$ cat config.mk
export PLATFORM = sky130hd
export DESIGN_NAME = core_input_rx_flat
export DESIGN_NICKNAME = d
export VERILOG_FILES = /design/src/rtl/core_input_rx_if.sv /design/src/rtl/core_input_rx.sv /design/src/flat_wrapper.sv
export SDC_FILE = /design/constraint.sdc
export NUM_CORES = 2
export LEC_CHECK = 0
export CORE_UTILIZATION = 61
export CTS_BUF_LIST = sky130_fd_sc_hd__clkbuf_4 sky130_fd_sc_hd__clkbuf_8 sky130_fd_sc_hd__clkbuf_16
export CTS_CLUSTER_SIZE = 16
export DETAILED_ROUTE_END_ITERATION = 10
export GPL_ROUTABILITY_DRIVEN = 0
export PLACE_DENSITY = 0.75
export SLEW_MARGIN = 0
export SYNTH_ARGS = -nofsm -noshare
export SYNTH_HDL_FRONTEND = slang
export SYNTH_SLANG_ARGS = --single-unit
$ cat constraint.sdc
create_clock -name i_clk -period 9.6 [get_ports i_clk]
set_clock_uncertainty 0.05 [all_clocks]
set_input_delay 1.92 -clock i_clk [delete_from_list [all_inputs] [get_ports i_clk]]
set_output_delay 1.92 -clock i_clk [all_outputs]
set_load 0.02 [all_outputs]
$ cat src/rtl/core_input_rx_if.sv
// Write/replay bus between the realign stage, one core's input buffer and its round logic.
`ifndef BLK_OP_MSB
`define BLK_OP_MSB 3
`endif

interface core_input_rx_if #(
  parameter int WIDTH = 32
);
  logic                 wr_en;
  logic [3:0]           wr_addr;
  logic [WIDTH-1:0]     din;
  logic                 in_ctx;
  logic                 in_seq;
  logic [`BLK_OP_MSB:0] in_blk_op;
  logic                 set_input_ready;
  logic [3:0]           slot_full;
  logic                 rd_start;
  logic [1:0]           rd_slot;
  logic                 rd_busy;
  logic [WIDTH-1:0]     dout;
  logic                 dout_valid;
  logic [3:0]           dout_addr;
  logic [`BLK_OP_MSB:0] dout_blk_op;
  logic                 rd_done;
  logic                 err;

  modport slave (
    input  wr_en, wr_addr, din, in_ctx, in_seq, in_blk_op, set_input_ready,
    input  rd_start, rd_slot,
    output slot_full, rd_busy, dout, dout_valid, dout_addr, dout_blk_op, rd_done, err
  );

  modport master (
    output wr_en, wr_addr, din, in_ctx, in_seq, in_blk_op, set_input_ready,
    output rd_start, rd_slot,
    input  slot_full, rd_busy, dout, dout_valid, dout_addr, dout_blk_op, rd_done, err
  );
endinterface

$ cat src/rtl/core_input_rx.sv
// Per-core 4-slot block buffer: accepts 16-word block writes per thread slot and
// replays a full slot, with its block-op, to the round logic on request.
`ifndef BLK_OP_MSB
`define BLK_OP_MSB 3
`endif

module core_input_rx #(
  parameter int WIDTH   = 32,
  parameter int N_SLOTS = 4
) (
  input logic            i_clk,
  input logic            i_rst,
  core_input_rx_if.slave i_rx
);

  typedef enum logic [1:0] {
    S_IDLE = 2'd0,
    S_READ = 2'd1,
    S_DONE = 2'd2
  } state_t;

  logic [WIDTH-1:0]     r_mem [64];
  logic [WIDTH-1:0]     r_dout;
  logic [`BLK_OP_MSB:0] r_blk_op [N_SLOTS];

  state_t               r_state;
  logic [N_SLOTS-1:0]   r_slot_full;
  logic [1:0]           r_slot;
  logic [3:0]           r_cnt;
  logic                 r_wrap;
  logic                 r_rd_busy;
  logic                 r_dout_valid;
  logic [3:0]           r_dout_addr;
  logic [`BLK_OP_MSB:0] r_dout_blk_op;
  logic                 r_rd_done;
  logic                 r_err;

  logic [1:0]           w_wr_slot;
  logic                 w_mem_wr;
  logic                 w_issue;
  logic [5:0]           w_rd_addr;
  logic [N_SLOTS-1:0]   w_clr_mask;
  logic [N_SLOTS-1:0]   w_set_mask;
  logic [N_SLOTS-1:0]   w_full_after_clr;

  assign w_wr_slot        = {i_rx.in_ctx, i_rx.in_seq};
  assign w_mem_wr         = i_rx.wr_en && !r_slot_full[w_wr_slot];
  assign w_issue          = (r_state == S_READ) && !r_wrap;
  assign w_rd_addr        = {r_slot, r_cnt};
  assign w_full_after_clr = r_slot_full & ~w_clr_mask;

  // The DONE clear is ordered before a same-cycle completion so the slot ends full.
  always_comb begin
    w_clr_mask = '0;
    w_set_mask = '0;
    if (r_state == S_DONE)    w_clr_mask[r_slot]    = 1'b1;
    if (i_rx.set_input_ready) w_set_mask[w_wr_slot] = 1'b1;
  end

  always_ff @(posedge i_clk) begin
    if (w_mem_wr) r_mem[{w_wr_slot, i_rx.wr_addr}] <= i_rx.din;
    if (w_issue)  r_dout <= r_mem[w_rd_addr];
  end

  always_ff @(posedge i_clk or posedge i_rst) begin
    if (i_rst) begin
      r_state       <= S_IDLE;
      r_slot_full   <= '0;
      r_slot        <= '0;
      r_cnt         <= '0;
      r_wrap        <= 1'b0;
      r_rd_busy     <= 1'b0;
      r_dout_valid  <= 1'b0;
      r_dout_addr   <= '0;
      r_dout_blk_op <= '0;
      r_rd_done     <= 1'b0;
      r_err         <= 1'b0;
      for (int i = 0; i < N_SLOTS; i++) r_blk_op[i] <= '0;
    end else begin
      r_dout_valid <= w_issue;
      if (w_issue) r_dout_addr <= r_cnt;
      r_rd_done   <= 1'b0;
      r_slot_full <= w_full_after_clr | w_set_mask;

      if (i_rx.wr_en && r_slot_full[w_wr_slot]) r_err <= 1'b1;
      if (i_rx.set_input_ready) begin
        if (w_full_after_clr[w_wr_slot]) r_err <= 1'b1;
        else                             r_blk_op[w_wr_slot] <= i_rx.in_blk_op;
      end

      case (r_state)
        S_IDLE: begin
          if (i_rx.rd_start) begin
            if (r_slot_full[i_rx.rd_slot]) begin
              r_slot        <= i_rx.rd_slot;
              r_cnt         <= '0;
              r_wrap        <= 1'b0;
              r_rd_busy     <= 1'b1;
              r_dout_blk_op <= r_blk_op[i_rx.rd_slot];
              r_state       <= S_READ;
            end else begin
              r_err <= 1'b1;
            end
          end
        end
        S_READ: begin
          // One extra READ cycle after the wrap lets the registered read drain.
          if (r_wrap) begin
            r_wrap    <= 1'b0;
            r_rd_done <= 1'b1;
            r_state   <= S_DONE;
          end else begin
            r_cnt <= r_cnt + 4'd1;
            if (r_cnt == 4'd15) r_wrap <= 1'b1;
          end
        end
        S_DONE: begin
          r_rd_busy <= 1'b0;
          r_state   <= S_IDLE;
        end
        default: r_state <= S_IDLE;
      endcase
    end
  end

  assign i_rx.slot_full   = r_slot_full;
  assign i_rx.rd_busy     = r_rd_busy;
  assign i_rx.dout        = r_dout;
  assign i_rx.dout_valid  = r_dout_valid;
  assign i_rx.dout_addr   = r_dout_addr;
  assign i_rx.dout_blk_op = r_dout_blk_op;
  assign i_rx.rd_done     = r_rd_done;
  assign i_rx.err         = r_err;

endmodule

$ cat src/flat_wrapper.sv
// flat-port wrapper written by rule: the top's interface ports become plain ports
module core_input_rx_flat 
#(
  parameter int WIDTH   = 32,
  parameter int N_SLOTS = 4
)
  (i_clk, i_rst, i_rx_wr_en, i_rx_wr_addr, i_rx_din, i_rx_in_ctx, i_rx_in_seq, i_rx_in_blk_op, i_rx_set_input_ready, i_rx_rd_start, i_rx_rd_slot, i_rx_slot_full, i_rx_rd_busy, i_rx_dout, i_rx_dout_valid, i_rx_dout_addr, i_rx_dout_blk_op, i_rx_rd_done, i_rx_err);
  core_input_rx_if #(.WIDTH(WIDTH)) i_rx_i ();
  input logic i_clk;
  input logic i_rst;
  input wire logic [$bits(i_rx_i.wr_en)-1:0] i_rx_wr_en;
  input wire logic [$bits(i_rx_i.wr_addr)-1:0] i_rx_wr_addr;
  input wire logic [$bits(i_rx_i.din)-1:0] i_rx_din;
  input wire logic [$bits(i_rx_i.in_ctx)-1:0] i_rx_in_ctx;
  input wire logic [$bits(i_rx_i.in_seq)-1:0] i_rx_in_seq;
  input wire logic [$bits(i_rx_i.in_blk_op)-1:0] i_rx_in_blk_op;
  input wire logic [$bits(i_rx_i.set_input_ready)-1:0] i_rx_set_input_ready;
  input wire logic [$bits(i_rx_i.rd_start)-1:0] i_rx_rd_start;
  input wire logic [$bits(i_rx_i.rd_slot)-1:0] i_rx_rd_slot;
  output wire logic [$bits(i_rx_i.slot_full)-1:0] i_rx_slot_full;
  output wire logic [$bits(i_rx_i.rd_busy)-1:0] i_rx_rd_busy;
  output wire logic [$bits(i_rx_i.dout)-1:0] i_rx_dout;
  output wire logic [$bits(i_rx_i.dout_valid)-1:0] i_rx_dout_valid;
  output wire logic [$bits(i_rx_i.dout_addr)-1:0] i_rx_dout_addr;
  output wire logic [$bits(i_rx_i.dout_blk_op)-1:0] i_rx_dout_blk_op;
  output wire logic [$bits(i_rx_i.rd_done)-1:0] i_rx_rd_done;
  output wire logic [$bits(i_rx_i.err)-1:0] i_rx_err;
  assign i_rx_i.wr_en = i_rx_wr_en;
  assign i_rx_i.wr_addr = i_rx_wr_addr;
  assign i_rx_i.din = i_rx_din;
  assign i_rx_i.in_ctx = i_rx_in_ctx;
  assign i_rx_i.in_seq = i_rx_in_seq;
  assign i_rx_i.in_blk_op = i_rx_in_blk_op;
  assign i_rx_i.set_input_ready = i_rx_set_input_ready;
  assign i_rx_i.rd_start = i_rx_rd_start;
  assign i_rx_i.rd_slot = i_rx_rd_slot;
  assign i_rx_slot_full = i_rx_i.slot_full;
  assign i_rx_rd_busy = i_rx_i.rd_busy;
  assign i_rx_dout = i_rx_i.dout;
  assign i_rx_dout_valid = i_rx_i.dout_valid;
  assign i_rx_dout_addr = i_rx_i.dout_addr;
  assign i_rx_dout_blk_op = i_rx_i.dout_blk_op;
  assign i_rx_rd_done = i_rx_i.rd_done;
  assign i_rx_err = i_rx_i.err;
  core_input_rx #(.WIDTH(WIDTH), .N_SLOTS(N_SLOTS)) u_core (.i_clk(i_clk), .i_rst(i_rst), .i_rx(i_rx_i));
endmodule
Word level (Yosys, flattened, before mapping). Memory sizes are Yosys's and may differ from the RTL's. A register that Yosys moved wholly into a read port is not among the register bits. Cells that the tools add are included.

Reduce and logical (&&, ||, !) cells: 17. Multiplexer cells: 44. Equality and inequality tests: 7. Multipliers: 0. Bitwise operators: 6. $add $sub $neg: 1. Div/mod/pow operators: 0. Shift operators: 0. Magnitude comparators: 8.

Operators with widths (number): two-way mux 4 bit (8); two-way mux 1 bit (21); bitwise mux 16 bit (1); AND reduction 3 bit (4); less-than comparator 2 x 3 -> 1 bit, second input constant (3); binary-select mux 4 bit (select 2 bit) (1); demux 4 bit (select 2 bit) (1); case mux 4 bit (2 select lines) (1); binary-select mux 1 bit (select 2 bit) (3); >= comparator 3 bit, second input constant (2); logical AND 1 bit (6); two-way mux 2 bit (3); inverter 2 -> 3 bit (2); adder 4 x 1 -> 4 bit, second input constant (1); AND 4 bit (1); demux 1 bit (select 2 bit) (2); equality test 4 bit, second input constant (1); >= comparator 2 x 1 -> 1 bit, second input constant (2); inequality test 2 x 1 -> 1 bit, second input constant (2); inequality test 2 bit, second input constant (2); inverter 4 bit (1); OR 4 bit (1); case mux 1 bit (2 select lines) (2); case mux 2 bit (2 select lines) (1); 9 further kinds (11).

Bits in latches: 0. Bits in read-only memories: 0. Word-level logic and storage cells: 99. Memory bits (writable): 2048. Output and inout bits: 48. Flip-flop bits (word level): 41. Memories kept: 1.

Memories: u_core.r_mem (words 64, width 32, rd ports 1, clocked after Yosys merged registers in 1, wr ports 1, line core_input_rx.sv:22) `logic [WIDTH-1:0] r_mem [64];`.

Logic depth before layout (Yosys ltp).
Word-level depth: 14. Depth in mapped cells: 10. Mapped depth without buffers: 5.

Least setup slack after synthesis. No wires, ideal clock.

Path kind: input -> register. From: input i_rx_in_ctx. To: memory u_core.r_mem[54][0] (enable). Setup slack: 4.620 ns. Arrival time: 4.509 ns. Stages: 6. Path buffers: 1. Library setup time: 0.421 ns. Cells stage by stage: clkbuf_1 mux2i_1 mux2i_1 nor3b_1 nand3_1 nor2_1.

Cells in the longest elaborated chain, start to end: 6.

Ends and longest elaborated chain: from (decl) (line flat_wrapper.sv:14) `input wire logic [$bits(i_rx_i.in_ctx)-1:0] i_rx_in_ctx;`; binary-select mux 1 bit (select 2 bit) (line core_input_rx.sv:47) `assign w_mem_wr = i_rx.wr_en && !r_slot_full[w_wr_slot];`; two-way mux 1 bit (not written as such) (line core_input_rx.sv:47); logical NOT 1 bit (line core_input_rx.sv:47); logical AND 1 bit (line core_input_rx.sv:47); two-way mux 1 bit (line core_input_rx.sv:61) `if (w_mem_wr) r_mem[{w_wr_slot, i_rx.wr_addr}] <= i_rx.din;`; two-way mux 1 bit (not written as such) (line core_input_rx.sv:61); to (decl) (line core_input_rx.sv:22).

Several ways; a longest one is shown, not always the timed one. The select of a mux whose other input is x is not followed.

Worst setup path in the final report.
From: input i_rx_in_ctx. To: memory u_core.r_mem[42][10] (enable).

The elaborated chain is that of the path after synthesis.

==> qor.log <==
[synthesis] syn_nets 3796
[synthesis] number of enable-type register cells in the synthesized netlist 2080
[die] site row count 133
[synthesis] count of unique library cells instantiated by Yosys 58
[cts] H-tree levels 4
[synthesis] Yosys Warn Count 0
[detailed_routing] total length of routed wires 206800 um
[grt] combined global-route utilization of all metal layers 0.3107
[sta] Max Slew Vio Count 0
[detailed_routing] routed length per placed instance 35.63 um
[worst_setup_path] Reg2Reg Setup Slack 4.67 ns
[cts] maximum count of clock buffers along a single path 3
[synthesis] post-synthesis cell area 81040 um^2
[layout] most common cell after layout, fill and taps aside edfxtp_1
[sta] transition time at the pin with the least slew margin 1.320 ns
[die] starting density of the core 0.6157
[sta] period utilization 0.6169
[worst_setup_path] required arrival time at the worst endpoint 9.97 ns
[detailed_routing] Met2 Routed Length 97360 um
[sta] relative slew slack 0.1173
[cts] clock edge transition at the registers on the reported setup and hold paths 0.06 ns
[place] Port Buffer Count 96
[grt] global-route wire length before repair 290100 um
[die] Total Die Area 134300 um^2
[power_and_ir_drop] peak supply drop 0.2726 mV
[layout] Layout Cell Area excl Fill 90510 um^2
[layout] fillcell total 7702
[detailed_routing] post-DR vias/cell 6.939
[synthesis] FFs w/ async S/R, synth 0.01933
[worst_setup_path] element type at the critical path start input port
[place] detailed-placement wirelength estimate 116700 um
[worst_setup_path] crit path max fanout 32
[layout] fraction of layout instances using a drive strength above 1 0.2255
[cts] count of buffers added by post-CTS timing repair for setup 0
[detailed_routing] Detailed Route Iter0 Violations 6792
[detailed_routing] DRC errors left 0
[job] total of max-cap violations 0
[synthesis] library cell with the largest summed area after synthesis edfxtp_1
[detailed_routing] detailed-routed wire length on met3 26640 um
[die] Std-Cell Core Area 131600 um^2
[detailed_routing] highest routing layer actually used met5
[sta] TNS Setup 0 ns
[status] result of the run completed
[cts] cts-stage hold buffer count 0
[die] I/O pin total 97
[power_and_ir_drop] leakage power 28.37 nW
[worst_setup_path] Setup Crit Path Kind input port to flop
[layout] most frequent cells in the layout 2080 x edfxtp_1, 396 x mux4_2, 273 x mux2i_1, 207 x clkbuf_16, 177 x a22oi_1
[synthesis] most instantiated flip-flop cell in the synthesis netlist edfxtp_1
[detailed_routing] DR pass1 iterations 6
[place] total cell area at the placement stage 83960 um^2
[layout] P&R area growth vs syn 11.69%
[synthesis] flip-flop and latch count after synthesis 2121
[die] Chip Width 366.5 um
[detailed_routing] total via count in the routed design 40266
[worst_setup_path] endpoint type of the worst setup path flop
[synthesis] sequential element share of the synthesized area 0.7834
[sta] crit path time final 5.922 ns
[grt] vias in the first global route 38875
[synthesis] fraction of synthesized cell area taken by the top area cell type 0.7707
[cts] Clock Root Buffer clkbuf_16
[worst_hold_path] Hold WC Path Type flop to flop
[detailed_routing] Antenna Nets Post-Route 0
[cts] worst-skew pair later-pin latency 0.82 ns
[grt] initial antenna violation count 20
[synthesis] dominant cells by area after synthesis edfxtp_1 77%, mux4_2 11%, mux2i_1 3.4%, a22oi_1 1.6%, dfrtp_1 1.3%
[cts] clock tree sinks 2121
[grt] maximum number of pins on one net before global-route repair 119
[synthesis] post-synthesis instance total 3746
[sta] final-report hold violation count 0
[cts] TritonCTS clock tree yes
[power_and_ir_drop] Cell Pwr Density 277.2 nW/um^2
[cts] number of gates resized after CTS 0
[grt] GRT overflow 0
[layout] Final #Nets 3935
[sta] RSZ-0062 raised after global routing no
[synthesis] average footprint of a synthesized cell 21.63 um^2
[sta] max frequency 168.9 MHz
[sta] Setup Viol. Count Final 0
[die] die span in y 366.5 um
[cts] Inserted Clock Buffers 197
[worst_setup_path] data arrival time of the critical path 6.29 ns
[detailed_routing] Met1 Wirelength 75530 um
area by class of cell:
type,count,area (um^2),share of cell area
diodes,3,7.507,0.00008294
multi-input cells,1415,16930,0.1871
well taps,1755,2196,0.02426
clock inverters,110,1054,0.01164
flip-flops and latches,2121,63500,0.7016
repair buffers,145,1304,0.01440
inverters,5,20.02,0.0002212
clock buffers,249,5495,0.06071
report_power, final:
part | internal, W | switching, W
Clock | 0.00462 | 0.00328
Sequential | 0.0104 | 0.000316
Combinational | 0.00255 | 0.00397
Total | 0.0175 | 0.00757
sequential cells by signal (all words and copies together) (netlist names), 2 cells and up:
| signal | flops |
|---|---|
| u_core.r_state | 2 |
| u_core.r_blk_op | 16 |
| u_core.r_cnt | 4 |
| u_core.i_rx.dout_addr | 4 |
| u_core.r_slot | 2 |
| u_core.i_rx.dout | 32 |
| u_core.i_rx.dout_blk_op | 4 |
| u_core.i_rx.slot_full | 4 |
| u_core.r_mem | 2048 |
metrics by stage:
step	setup slack [ns]	util	hold slack (ns)	total power, W	instances
finish	3.678	0.6876	0.4343	0.02509	5803
floorplan	4.620	-	0.4247	0.01483	3746
detailed placement	3.148	0.6378	0.4239	0.01724	5441
CTS	3.988	0.6876	0.4391	0.02503	5800
global placement	3.190	0.6378	0.4119	0.01718	5441
global route	3.736	0.6876	0.4783	0.02566	5800
logic make-up (layout without fill, tap and decap cells):
logic type	count (synthesis)	in the layout	synth area share
buffers and inverters	210	509	0.01400
other	0	3	0
muxes	706	706	0.1489
and+or+nand+nor	339	339	0.02095
xor gates and xnor gates	3	3	0.0003243
adders and majority gates	1	1	0.0001544
AOI/OAI and AO/OA	366	366	0.03230
DFF	2121	2121	0.7834
synth_stat cells (all sizes together), types with 14 or more instances:
cell       n
edfxtp  2080
mux4     396
mux2i    273
a22oi    177
nor2     133
buf      131
clkbuf    74
nand2     62
dfrtp     41
o21ai     41
a21oi     38
mux2      37
nand3     33
nand4     31
o22ai     28
o221ai    24
o211a     15
nor3      14
worst max-delay path: stages:
cell and delay, ns:
clkdlybuf4s50_1 0.84, mux2i_1 0.33, mux2i_1 0.17, nor3b_1 0.78, nand2_1 0.99, nor2_4 1.22
metal layers:
layer,GRT usage,vias up
li1,-,16056
met1,0.4443,20994
met2,0.4717,2861
met3,0.08372,349
met4,0.1037,6
met5,0,-
worst paths after layout:
path	start	endpoint	cells after the start
min reg2reg	u_core.i_rx.dout_blk_op[3]$_DFFE_PP0P_	u_core.i_rx.dout_blk_op[3]$_DFFE_PP0P_	2
max in group asynchronous	i_rst	u_core.r_cnt[1]$_DFFE_PP0P_	2
max	i_rx_in_ctx	u_core.r_mem[42][10]$_DFFE_PP_	6
min in group asynchronous	i_rst	u_core.i_rx.dout_valid$_DFF_PP0_	2
max reg2reg	u_core.r_cnt[2]$_DFFE_PP0P_	u_core.i_rx.dout[31]$_DFFE_PP_	7
min	u_core.i_rx.dout_blk_op[3]$_DFFE_PP0P_	u_core.i_rx.dout_blk_op[3]$_DFFE_PP0P_	2
(Power assumes the default switching activity.)
